### config.mk
export PLATFORM = sky130hd
export DESIGN_NAME = jtag_data_reg
export DESIGN_NICKNAME = d
export VERILOG_FILES = /design/src/rtl/jtag_data_reg.sv
export SDC_FILE = /design/constraint.sdc
export NUM_CORES = 1
export LEC_CHECK = 0
export CAP_MARGIN = 40
export CORE_ASPECT_RATIO = 1.2
export CORE_MARGIN = 5
export CORE_UTILIZATION = 45
export CTS_BUF_LIST = sky130_fd_sc_hd__clkbuf_4 sky130_fd_sc_hd__clkbuf_8
export CTS_CLUSTER_DIAMETER = 60
export DETAILED_ROUTE_END_ITERATION = 7
export PLACE_DENSITY = 0.78
export SLEW_MARGIN = 0
export SYNTH_ARGS = -nofsm -noshare
export SYNTH_HDL_FRONTEND = slang
export SYNTH_SLANG_ARGS = --single-unit
### constraint.sdc
create_clock -name tck_i -period 2.1 [get_ports tck_i]
set_input_delay 0.21 -clock tck_i [delete_from_list [all_inputs] [get_ports tck_i]]
set_output_delay 0.21 -clock tck_i [all_outputs]
set_load 0.03 [all_outputs]
### src/rtl/jtag_data_reg.sv
// JTAG data register: WIDTH-bit capture/shift chain with a shadow update register.
// Updates are optionally gated by an exact shift-count check and flagged toward the core.
module jtag_data_reg #(
    parameter int unsigned       WIDTH      = 8,
    parameter logic [WIDTH-1:0]  RESET_VAL  = '0,
    parameter bit                STRICT_LEN = 1'b1
) (
    input  logic             tck_i,
    input  logic             trst_ni,
    input  logic             sel_i,
    input  logic             capture_i,
    input  logic             shift_i,
    input  logic             update_i,
    input  logic             tdi_i,
    output logic             tdo_o,
    input  logic [WIDTH-1:0] capture_data_i,
    output logic [WIDTH-1:0] update_data_o,
    output logic             update_valid_o,
    output logic             length_err_o
);

    localparam int unsigned      CNT_W    = $clog2(WIDTH + 2);
    localparam logic [CNT_W-1:0] CNT_FULL = CNT_W'(WIDTH);
    localparam logic [CNT_W-1:0] CNT_MAX  = CNT_W'(WIDTH + 1);

    logic [WIDTH-1:0] chain_q, chain_d;
    logic [WIDTH-1:0] upd_q, upd_d;
    logic [CNT_W-1:0] cnt_q, cnt_d;
    logic             vld_q, vld_d;
    logic             err_q, err_d;
    logic [WIDTH-1:0] chain_shifted;
    logic             upd_accept;

    generate
        if (WIDTH == 1) begin : g_shift_1
            assign chain_shifted = tdi_i;
        end else begin : g_shift_n
            assign chain_shifted = {tdi_i, chain_q[WIDTH-1:1]};
        end
    endgenerate

    assign upd_accept = !STRICT_LEN || (cnt_q == CNT_FULL);

    // Strobe priority: capture > shift > update; nothing acts while deselected.
    always_comb begin
        chain_d = chain_q;
        upd_d   = upd_q;
        cnt_d   = cnt_q;
        vld_d   = 1'b0;
        err_d   = err_q;
        if (sel_i) begin
            if (capture_i) begin
                chain_d = capture_data_i;
                cnt_d   = '0;
            end else if (shift_i) begin
                chain_d = chain_shifted;
                // Saturate rather than wrap so an overshift can never alias to WIDTH.
                cnt_d   = (cnt_q == CNT_MAX) ? cnt_q : cnt_q + CNT_W'(1);
            end else if (update_i) begin
                if (upd_accept) begin
                    upd_d = chain_q;
                    vld_d = 1'b1;
                    err_d = 1'b0;
                end else begin
                    err_d = 1'b1;
                end
            end
        end
    end

    always_ff @(posedge tck_i or negedge trst_ni) begin
        if (!trst_ni) begin
            chain_q <= RESET_VAL;
            upd_q   <= RESET_VAL;
            cnt_q   <= '0;
            vld_q   <= 1'b0;
            err_q   <= 1'b0;
        end else begin
            chain_q <= chain_d;
            upd_q   <= upd_d;
            cnt_q   <= cnt_d;
            vld_q   <= vld_d;
            err_q   <= err_d;
        end
    end

    assign tdo_o          = chain_q[0];
    assign update_data_o  = upd_q;
    assign update_valid_o = vld_q;
    assign length_err_o   = err_q;

endmodule

==> results.toml <==
[finish]
fill_cells = 210
layout_common_cells = "25 x clkdlybuf4s50_1, 22 x dfrtp_1, 10 x o22ai_1"
n_antenna_cell = 0
final_util = 0.617
layout-drive-gt1-share = 0.153
stdcell_count = 155
layout_commonest_cell = "clkdlybuf4s50_1"
nets = 143
syn_to_final_growth_pct = 31.7
finish.instance_area_sq_um = 1420

[floorplanning]
die_w_microns = 54.7
coreArea_sq_um = 2310
pin_count = 26
start_util = 0.469
rows = 19
die_area_sq_um = 3490
die_height_microns = 63.7

[sta]
clock_skew_ps = 11.4
setup_viol = 0
relSlewSlack = 0.650
min_period_over_period = 0.762
whs_ps = 217
maxSlewViolCount = 0
fin_setup_tns_ps = 0
rsz0062_at_grt = "no"
hold_viol = 0
worstMarginPinSlew_ps = 523
max_freq_ghz = 0.625
fin_crit_ps = 1600
fin_ws_ps = 499

[clock_tree]
cts.clk_slew.worst_paths_ps = 130
cts.sinks = 22
root_buffer = "clkbuf_4"
clock_tree.buffer_depth = 2
clock_latency_ps = 310
cts-resized-gates = 0
cts_tree = "built"
postCtsSetupRepairBufs = 0
cts_buffers = 3
ctsHoldBuffers = 0
htreeDepth = 1

[power]
vdd_drop_max_v = 0.000654
p_clk_frac = 0.276
comb_power_share = 0.259
p_sw_mw = 0.342
switching_share = 0.292
p_int_mw = 0.830
report.power.total_mw = 1.17
powerDensity_nw_per_um2 = 823
sequentialPowerShare = 0.464
p_leak_nw = 0.605

[routing]
ant_nets = 0
drt-pass1-iter-count = 5
drc = 0
dr.first_iter.drc_count = 27
wirelength_mm = 2.27
vias_per_cell = 5.56
vias = 862
wl_per_cell_microns = 14.6

[logic_synthesis]
ys_seq_area_frac = 0.509
syn_inst = 97
synth_cell_types = 31
async_reset_ff_frac = 1.00
synth_nets = 115
syn_avg_cell_area_sq_um = 11.1
synth_area_sq_um = 1080
synth-warning-count = 0
synthFlopType = "dfrtp_1"
synth-seq-cells = 22
synth_edf_count = 0

[global_routing]
overflow = 0
antenna_found_initial = 0
grt_start_max_net_pins = 23
grt_pass1_wl_mm = 3.75
grt_usage = 0.143
grt_pass1_vias = 848

[setup_path]
path_max_fanout = 4
rrSetupSlack_ps = 550
crit_chain = "clkdlybuf4s50_1"
crit_path_max_incr_delay_ps = 680
worstPathRequired_ps = 1890
path_delay_family = "buffers and inverters"
crit_path_end_kind = "primary output"
critPathKind = "register to primary output"
path_buf_inv = 1
critical_path.slowest_cell = "clkdlybuf4s50_1"
cp-start-kind = "register"
arrival_ps = 1390

[placement]
io_buffers = 25
gp_congestion = 0.819
dp_hpwl_mm = 1.68
dpl_cell_area_sq_um = 1370
placedCellCount = 151
pre_cts_ws_ps = 323

[outcome]
outcome = "finished clean"

[run]
max-cap-violations = 0

[hold_path]
hold_class = "input port to async pin"
==> cells in the mapped netlist (all sizes together), types with 2 or more instances <==
| cell type | instances | area, sq um |
|---|---|---|
| dfrtp | 22 | 551 |
| o22ai | 10 | 62.6 |
| mux2 | 8 | 90.1 |
| a21oi | 7 | 35.0 |
| o21ai | 6 | 30.0 |
| buf | 5 | 25.0 |
| nand3b | 5 | 37.5 |
| inv | 4 | 15.0 |
| nand2 | 4 | 15.0 |
| ha | 3 | 37.5 |
| a22o | 2 | 17.5 |
| nand4 | 2 | 27.5 |
| nor2 | 2 | 10.0 |
| nor2b | 2 | 12.5 |
==> power groups by stage <==
stage | Combinational, mW | Clock, mW | Sequential [mW]
3_5_place_dp | 0.306 | 0 | 0.552
2_1_floorplan | 0.121 | 0 | 0.601
6_report | 0.304 | 0.324 | 0.544
3_3_place_gp | 0.299 | 0 | 0.548
4_1_cts | 0.307 | 0.332 | 0.543
5_1_grt | 0.327 | 0.355 | 0.555
==> layer usage <==
metal  vias to the layer above  global-route usage  part of all wire  wire length, microns
met5                         -                   0                 0                     0
met1                       410               0.195              0.44                  1010
met2                        23               0.214              0.49                  1110
met4                         0              0.0623             0.013                    29
li1                        423                   -                 -                     -
met3                         6              0.0283             0.052                   118
==> path summary, 6_finish.rpt <==
check,from,to,cells past startpoint
hold / removal,trst_ni,cnt_q[1]$_DFFE_PN0P_,2
hold reg to reg,update_data_o[4]$_DFFE_PN0P_,update_data_o[4]$_DFFE_PN0P_,1
min in group tck_i,capture_data_i[2],chain_q[2]$_DFFE_PN0P_,3
max in group asynchronous,trst_ni,update_data_o[1]$_DFFE_PN0P_,2
setup reg to reg,cnt_q[0]$_DFFE_PN0P_,update_data_o[0]$_DFFE_PN0P_,5
setup / recovery,chain_q[0]$_DFFE_PN0P_,tdo_o,1
==> layout make-up <==
cell class                      instances  area [sq um]  share of cell area
Clock buffer                            3          22.5              0.0158
Clock inverter                          1          30.0              0.0211
Timing Repair Buffer                   29           280               0.197
Multi-Input combinational cell         64           483               0.339
Inverter                                5          18.8              0.0132
Sequential cell                        22           551               0.387
Tap cell                               31          38.8              0.0272
==> registers in the layout (all words and copies together), names as in the netlist <==
| register | flops |
|---|---|
| chain_q | 8 |
| update_data_o | 8 |
| update_valid_o | 1 |
| cnt_q | 4 |
| length_err_o | 1 |
==> logic make-up after synthesis <==
kind of cell,count (synthesis),synth area share
buffers and inverters,11,0.0440
AOI/OAI and AO/OA,33,0.196
muxes,8,0.0833
and+or+nand+nor,20,0.133
adders and majority gates,3,0.0347
DFF,22,0.509
Power figures use the tool's default switching activity.
